**config.mk**
```make
export PLATFORM = sky130hd
export DESIGN_NAME = ds_adc_cic_mc
export DESIGN_NICKNAME = d
export VERILOG_FILES = /design/src/rtl/ds_adc_cic_mc.sv
export SDC_FILE = /design/constraint.sdc
export NUM_CORES = 1
export LEC_CHECK = 0
export ABC_AREA = 1
export CORE_MARGIN = 3
export CORE_UTILIZATION = 55
export DETAILED_ROUTE_END_ITERATION = 12
export GPL_ROUTABILITY_DRIVEN = 0
export PLACE_DENSITY = 0.73
export SYNTH_ARGS = -nofsm -noshare
export SYNTH_HDL_FRONTEND = slang
export SYNTH_SLANG_ARGS = --single-unit
```
**constraint.sdc**
```tcl
create_clock -name clk -period 5.7 [get_ports clk]
set_input_delay 0.57 -clock clk [delete_from_list [all_inputs] [get_ports clk]]
set_output_delay 0.57 -clock clk [all_outputs]
set_load 0.05 [all_outputs]
```
**src/rtl/ds_adc_cic_mc.sv**
```systemverilog
// Multi-channel first-order delta-sigma ADC front end with sinc^ORDER decimation.
// Optional pdm_mon output port is enabled with `define DS_ADC_PDM_MON_EN.
module ds_adc_cic_mc #(
    parameter int CH    = 2,
    parameter int DIV   = 50,
    parameter int ORDER = 2,
    parameter int DEC   = 64,
    parameter int OUT_W = 16
) (
    input  logic              clk,
    input  logic              rst,
    input  logic              en,
    input  logic [CH-1:0]     dsm_in,
    output logic [CH-1:0]     dsm_out,
    output logic [CH*OUT_W-1:0] dout,
    output logic              dout_valid,
    output logic              cke_out
`ifdef DS_ADC_PDM_MON_EN
    ,
    output logic [CH*OUT_W-1:0] pdm_mon
`endif
);

    localparam int LD   = $clog2(DEC);
    localparam int DW   = $clog2(DIV);
    localparam int S    = ORDER * LD;
    localparam int RW   = S + 1;
    localparam int YW   = RW + 1;
    localparam int SH_L = (S >= OUT_W - 1) ? 0 : OUT_W - 1 - S;
    localparam int SH_R = (S >= OUT_W - 1) ? S - OUT_W + 1 : 0;
    localparam int EW   = YW + SH_L;
    localparam int HW   = EW - OUT_W + 1;
    localparam int STW  = (ORDER > 3) ? 3 : 2;

    logic [CH-1:0]  sync1;
    logic [CH-1:0]  sync2;
    logic [CH-1:0]  pdm;
    logic [DW-1:0]  div;
    logic [LD-1:0]  dcnt;
    logic [STW-1:0] settle;
    logic           int_en;
    logic           cke;
    logic           wrap;
    logic           settled;

    assign cke     = en && (div == DW'(DIV - 1));
    assign cke_out = cke;
    assign wrap    = int_en && (dcnt == LD'(DEC - 1));
    assign settled = (settle == STW'(ORDER));

    always_ff @(posedge clk or negedge rst) begin
        if (!rst) begin
            sync1 <= '0;
            sync2 <= '0;
        end else begin
            sync1 <= dsm_in;
            sync2 <= sync1;
        end
    end

    always_ff @(posedge clk or negedge rst) begin
        if (!rst) begin
            div        <= '0;
            dcnt       <= '0;
            settle     <= '0;
            int_en     <= 1'b0;
            pdm        <= '0;
            dsm_out    <= '0;
            dout_valid <= 1'b0;
        end else if (!en) begin
            div        <= '0;
            dcnt       <= '0;
            settle     <= '0;
            int_en     <= 1'b0;
            pdm        <= '0;
            dsm_out    <= '0;
            dout_valid <= 1'b0;
        end else begin
            div        <= cke ? '0 : div + 1'b1;
            int_en     <= cke;
            dout_valid <= wrap && settled;
            if (cke) begin
                pdm     <= sync2;
                dsm_out <= sync2;
            end
            if (int_en)
                dcnt <= dcnt + 1'b1;
            if (wrap && !settled)
                settle <= settle + 1'b1;
        end
    end

    for (genvar c = 0; c < CH; c++) begin : g_ch
        logic [ORDER-1:0][RW-1:0] acc;
        logic [ORDER-1:0][RW-1:0] acc_nx;
        logic [ORDER-1:0][RW-1:0] z;
        logic [ORDER:0][RW-1:0]   cy;
        logic signed [YW-1:0]     yext;
        logic signed [EW-1:0]     sc;
        logic [HW-1:0]            hi;
        logic [OUT_W-1:0]         q;
        logic [OUT_W-1:0]         q_r;

        always_comb begin
            acc_nx    = acc;
            acc_nx[0] = acc[0] + (pdm[c] ? RW'(1) : {RW{1'b1}});
            for (int k = 1; k < ORDER; k++)
                acc_nx[k] = acc[k] + acc[k-1];
            cy    = '0;
            cy[0] = acc_nx[ORDER-1];
            for (int k = 0; k < ORDER; k++)
                cy[k+1] = cy[k] - z[k];
            // +full scale aliases to -2^S in RW bits; the newest bit tells them apart
            if (pdm[c] && cy[ORDER] == {1'b1, {S{1'b0}}})
                yext = {2'b01, {S{1'b0}}};
            else
                yext = {cy[ORDER][RW-1], cy[ORDER]};
            sc = EW'(yext);
            sc = sc <<< SH_L;
            sc = sc >>> SH_R;
            hi = sc[EW-1:OUT_W-1];
            q  = sc[OUT_W-1:0];
            if (hi != '0 && hi != '1)
                q = sc[EW-1] ? {1'b1, {(OUT_W-1){1'b0}}}
                             : {1'b0, {(OUT_W-1){1'b1}}};
        end

        always_ff @(posedge clk or negedge rst) begin
            if (!rst) begin
                acc <= '0;
                z   <= '0;
                q_r <= '0;
            end else if (!en) begin
                acc <= '0;
                z   <= '0;
            end else if (int_en) begin
                acc <= acc_nx;
                if (wrap) begin
                    z <= cy[ORDER-1:0];
                    if (settled)
                        q_r <= q;
                end
            end
        end

        assign dout[c*OUT_W +: OUT_W] = q_r;

`ifdef DS_ADC_PDM_MON_EN
        logic [OUT_W-1:0] mon_r;

        always_ff @(posedge clk or negedge rst) begin
            if (!rst)
                mon_r <= '0;
            else if (int_en)
                mon_r <= pdm[c] ? {1'b0, {(OUT_W-1){1'b1}}}
                                : {1'b1, {(OUT_W-1){1'b0}}};
        end

        assign pdm_mon[c*OUT_W +: OUT_W] = mon_r;
`endif
    end

endmodule
```
---- Word-level counts from Yosys, hierarchy flattened ----
Index checks and enable logic that the tools add are counted.
cells by class
  $add $sub $neg .......................... 11
  $mul .................................... 0
  divide/modulo/power cells ............... 0
  order comparisons ....................... 0
  eq/ne operators ......................... 11
  shifts and indexed selects .............. 0
  mux-type cells .......................... 28
  bitwise logic cells ..................... 0
  reduce and logical (&&, ||, !) cells .... 13
operator list
  cell                    count
  $mux W26                10
  $mux W16                4
  $add A13 B13 Y13        4
  $sub A13 B13 Y13        4
  $mux W14                2
  $eq A13 B13 Y1 const B  2
  $mux W13                2
  $mux W6                 4
  $add A6 B1 Y6 const B   2
  $eq A6 B6 Y1 const B    2
  $logic_and A1 B1 Y1     8
  $mux W2                 4
  $ne A2 B1 Y1 const B    4
  $ne A2 B2 Y1 const B    2
  $reduce_and A4 Y1       1
  $reduce_bool A2 Y1      2
  $add A2 B1 Y2 const B   1
  $eq A2 B2 Y1 const B    1
  $mux W1                 2
  $reduce_and A2 Y1       1
  $logic_not A1 Y1        1
storage, ports and cells
  bits in registers ....................... 158
  bits in latches ......................... 0
  memory bits (writable) .................. 0
  bits in read-only memories .............. 0
  input port bits ......................... 5
  output and inout port bits .............. 36
  logic and storage cells ................. 81
  memories ................................ 0

---- Logic depth before layout (Yosys ltp) ----
  depth after elaboration ................. 9
  depth in mapped cells ................... 27
  gate-level depth less buffers ........... 26

---- Worst setup path after synthesis ----
Ideal clock, no wire load.
  kind .................................... reg2reg
  start point ............................. reg g_ch[0].acc[0] (netlist bit)
  end point ............................... reg g_ch[0].q_r[9]
  setup time .............................. 0.073 ns
  data arrival time ....................... 4.160 ns
  required time ........................... 5.627 ns
  slack ................................... 1.467 ns
  cell stages (with the launch flop) ...... 25
  buffers on the path ..................... 1
  period minus slack after synthesis ...... 4.233 ns
  path through ............................ dfrtp_1 -> ha_1 -> fa_1 -> nand3_1 -> nand3_2 -> a31o_2 -> xor2_1 -> inv_1 -> ha_1 -> nand2_1 -> nor3_1 -> a21oi_1 -> o21ai_0 -> xor2_1 -> inv_1 -> ha_1 -> nand2_1 -> nor2_1 -> a211oi_1 -> o21ai_1 -> xor2_1 -> nor2_1 -> nand3_4 -> buf_6 -> a21oi_2
on the way
  cells in the longest elaborated chain, start to end .. 9
  elaborated cells between the ends (all ways) .. 11
  those cells by class .................... 3 x add/sub; 2 x eq/ne; 3 x mux; 3 x reduce/logical
RTL lines
  element                                                    line  RTL
  start, declared                                            94    logic [ORDER-1:0][RW-1:0] acc;
  start signal, assigned                                     137   acc <= acc_nx;
  $add A13 B13 Y13 *                                         108   acc_nx[k] = acc[k] + acc[k-1];
  $sub A13 B13 Y13 * (2 in series)                           112   cy[k+1] = cy[k] - z[k];
  $eq A13 B13 Y1                                             114   if (pdm[c] && cy[ORDER] == {1'b1, {S{1'b0}}})
  $logic_and A1 B1 Y1                                        114
  $mux W14 *                                                 114
  $ne A2 B2 Y1 / $reduce_bool A2 Y1 (equally long branches)  123   if (hi != '0 && hi != '1)
  $logic_and A1 B1 Y1                                        123
  $mux W16 *                                                 123
  end signal, assigned                                       141   q_r <= q;
  end, declared                                              102   logic [OUT_W-1:0] q_r;
Every way passes the cells marked *; elsewhere a longest branch is shown, timed or not.
A chain may end at the register's enable or synchronous reset.

---- Worst setup path in the final report ----
  start point ............................. reg g_ch[0].acc[0] (netlist bit)
  end point ............................... reg g_ch[0].q_r[4]
Same word-level chain as after synthesis.

==> impl_metrics.env <==
export IMPL_fin_util_pct=62.59
export IMPL_tightest_slew_ns=1.076
export IMPL_synth_edf_count=0
export IMPL_pwr_density_cell_nw_per_um2=202.9
export IMPL_cp_max_fo=13
export IMPL_ctsResizeCount=0
export IMPL_drt_iter0_markers=370
export IMPL_async_flop_share_pct=100.0
export IMPL_highest_layer="met4"
export IMPL_switching_share_pct=24.07
export IMPL_postSynthCellCount=1327
export IMPL_pre_cts_ws_ns=1.035
export IMPL_fp_dieW_um=144.8
export IMPL_grt_setup_unrepaired="no"
export IMPL_synth_most_common_cell="nand2_1"
export IMPL_antenna_cells=0
export IMPL_power_switching_uw=575.5
export IMPL_arrival_ns=5.05
export IMPL_power_frac_clock_pct=48.2
export IMPL_criticalPathCategory="reg2reg"
export IMPL_slew_violations=0
export IMPL_wl_met2_um=9127
export IMPL_timing_setup_tns_ns=0
export IMPL_ys_warn_count=0
export IMPL_antenna_left=0
export IMPL_drc=0
export IMPL_slowest_stage="dfrtp_1"
export IMPL_outcome="finished, final reports clean"
export IMPL_relSlewSlack_pct=28.18
export IMPL_critical_path_max_stage_delay_ns=0.42
export IMPL_critical_path_cell_chain="ha_1 -> fa_1 -> nand3_1 -> nand3_2 -> a31o_2 -> xor2_1 -> inv_1 -> ha_1 -> nand2_1 -> o21ai_0 -> a21oi_1 -> o21ai_0 -> xor2_1 -> inv_1 -> ha_1 -> nand2_1 -> nor2_1 -> a211oi_1 -> o21ai_1 -> xor2_1 -> nor2_1 -> nand3_4 -> a21oi_1"
export IMPL_ys_seq_area_share_pct=36.36
export IMPL_hp_class="in2async"
export IMPL_synthTopCellsByArea="dfrtp_1 (36%), ha_1 (12%), nand2_1 (10%)"
export IMPL_syn_cell_area_um2=10600
export IMPL_ys_seq_elements=154
export IMPL_yosysTopAreaCell="dfrtp_1"
export IMPL_die_y_um=144.8
export IMPL_fmax_mhz=213.2
export IMPL_netlist_top_cells_count="nand2_1 (284), inv_1 (212), dfrtp_1 (154)"
export IMPL_cts_sinks=154
export IMPL_dieArea_um2=20970
export IMPL_synthFlopType="dfrtp_1"
export IMPL_fin_nets=1469
export IMPL_grt_max_degree=97
export IMPL_fill_cells=1624
export IMPL_wire_per_inst_um=12.57
export IMPL_p_comb_share_pct=5.3
export IMPL_core_rowCount=50
export IMPL_avgSynthCellArea_um2=7.988
export IMPL_clockBufferDepth=2
export IMPL_htreeDepth=4
export IMPL_grt_use_total_pct=20.63
export IMPL_drt_wl_total_um=20510
export IMPL_setup_viol=0
export IMPL_area_delta_synth_final_pct=11.19
export IMPL_crit_buf_inv=2
export IMPL_grt_pass1_vias=7799
export IMPL_fin_crit_sh_pct=82.30
export IMPL_core_area_um2=18830
export IMPL_p_int_uw=1816
export IMPL_irDropWorstVdd_uv=213.5
export IMPL_ctsHoldBuffers=0
export IMPL_post_synth_num_cell_types=48
export IMPL_startpoint_type="flop"
export IMPL_route_met3_wl_um=773
export IMPL_layout_drive_gt1_share_pct=9.993
export IMPL_ios=41
export IMPL_worstSkewPairLatency_ns=0.44
export IMPL_cts_root_buffer="clkbuf_16"
export IMPL_post_dp_hpwl_um=14660
export IMPL_antenna_found_initial=0
export IMPL_leakagePower_uw=0.006315
export IMPL_grt_pass1_wl_um=35550
export IMPL_post_synth_top_area_fraction_pct=36.36
export IMPL_port_buffers=40
export IMPL_via_per_inst=5.115
export IMPL_cp_data_required_time_ns=6.06
export IMPL_layout_cells_non_filler=1631
export IMPL_wl_met1_um=10350
export IMPL_crit_path_end_kind="flop"
export IMPL_post_cts_buffers=0
export IMPL_final_setup_skew_ns=0.009716
export IMPL_synth_fp_nets=1438
export IMPL_cts_buffers=17
export IMPL_fin_ws_ns=1.009
export IMPL_dp_cells=1599
export IMPL_grt_ovfl_total=0
export IMPL_path_clk_slew_ns=0.06
export IMPL_cap_viol_max_count=0
export IMPL_holdWs_ns=0.2083
export IMPL_final_hold_violation_count=0
export IMPL_cp_top_family="adder cells"
export IMPL_vias=8343
export IMPL_first_pass_iters=5
export IMPL_power_frac_seq_pct=46.5
export IMPL_tritoncts="yes"
export IMPL_fin_crit_ns=4.691
export IMPL_initial_utilization_pct=56.29
sequential cells by signal, summed over array words and instances (netlist names):
name / flops
g_ch.acc: 52
g_ch.z: 52
g_ch.q_r: 28
dcnt: 6
div: 6
pdm: 2
settle: 2
sync1: 2
sync2: 2
dout_valid: 1
int_en: 1
layout make-up:
type | count | area, µm² | share of cell area [%]
multi-input combinational | 924 | 5768 | 48.94
timing repair buffer | 43 | 424.2 | 3.599
sequential | 154 | 3854 | 32.70
inverter | 218 | 820.8 | 6.964
clock buffer | 20 | 456.7 | 3.875
clock inverter | 12 | 137.6 | 1.168
tap | 260 | 325.3 | 2.760
path summary, 6_finish.rpt:
kind                                               to  slack, ns                  startpoint  cells after the start
min in group clk                   sync2[1]$_DFF_PN0_       0.36          sync1[1]$_DFF_PN0_                      0
max in group asynchronous          sync2[1]$_DFF_PN0_       4.22                         rst                      2
min                        g_ch[0].q_r[5]$_DFFE_PN0P_       0.21                         rst                      1
max                        g_ch[0].q_r[4]$_DFFE_PN0P_       1.01  g_ch[0].acc[0]$_DFFE_PN0P_                     23
max reg2reg                g_ch[0].q_r[4]$_DFFE_PN0P_       1.01  g_ch[0].acc[0]$_DFFE_PN0P_                     23
min reg2reg                        sync2[1]$_DFF_PN0_       0.36          sync1[1]$_DFF_PN0_                      0
power groups by stage:
stage	sequential [µW]	combinational [µW]	clock [µW]
global route	1110	140	1220
detailed placement	1130	130	0
global placement	1130	128	0
finish	1110	127	1150
floorplan	1170	41.7	0
CTS	1110	130	1170
cells by family (layout without fill, tap and decap cells):
logic type	count (synthesis)	in the layout	share of synthesized area, %
AO/OA/AOI/OAI	275	275	15.32
AND/OR/NAND/NOR	487	487	21.32
adder cells (fa/ha/maj)	106	106	13.08
flip-flops	154	154	36.36
XOR/XNOR	56	56	4.627
buffers and inverters	249	293	9.301
cell usage in the layout, fill, tap and decap left out, types with 7 or more instances in the layout:
master	count
o21ai_0	82
nor2_1	52
ha_1	98
nor3_1	10
xnor2_1	13
nand3b_1	7
nand2_2	11
a21oi_2	24
nand3_2	16
a31oi_1	8
o22ai_1	31
dfrtp_1	154
inv_1	212
fa_1	8
or2_2	29
nand2_1	284
a21oi_1	89
nand3_1	53
nor2_2	7
clkbuf_16	17
clkdlybuf4s50_1	39
o21ai_1	12
xor2_1	43
layer usage:
| layer | GRT usage (%) | vias to the layer above |
|---|---|---|
| li1 | - | 4411 |
| met1 | 29.30 | 3784 |
| met2 | 32.74 | 125 |
| met3 | 3.878 | 23 |
| met4 | 5.204 | 0 |
| met5 | 0 | - |
through the flow:
stage	area, µm²	power (µW)
finish	11790	2391
floorplan	10600	1208
detailed placement	11190	1263
CTS	11790	2417
global placement	11190	1261
global route	11790	2475
(Power assumes the default switching activity.)
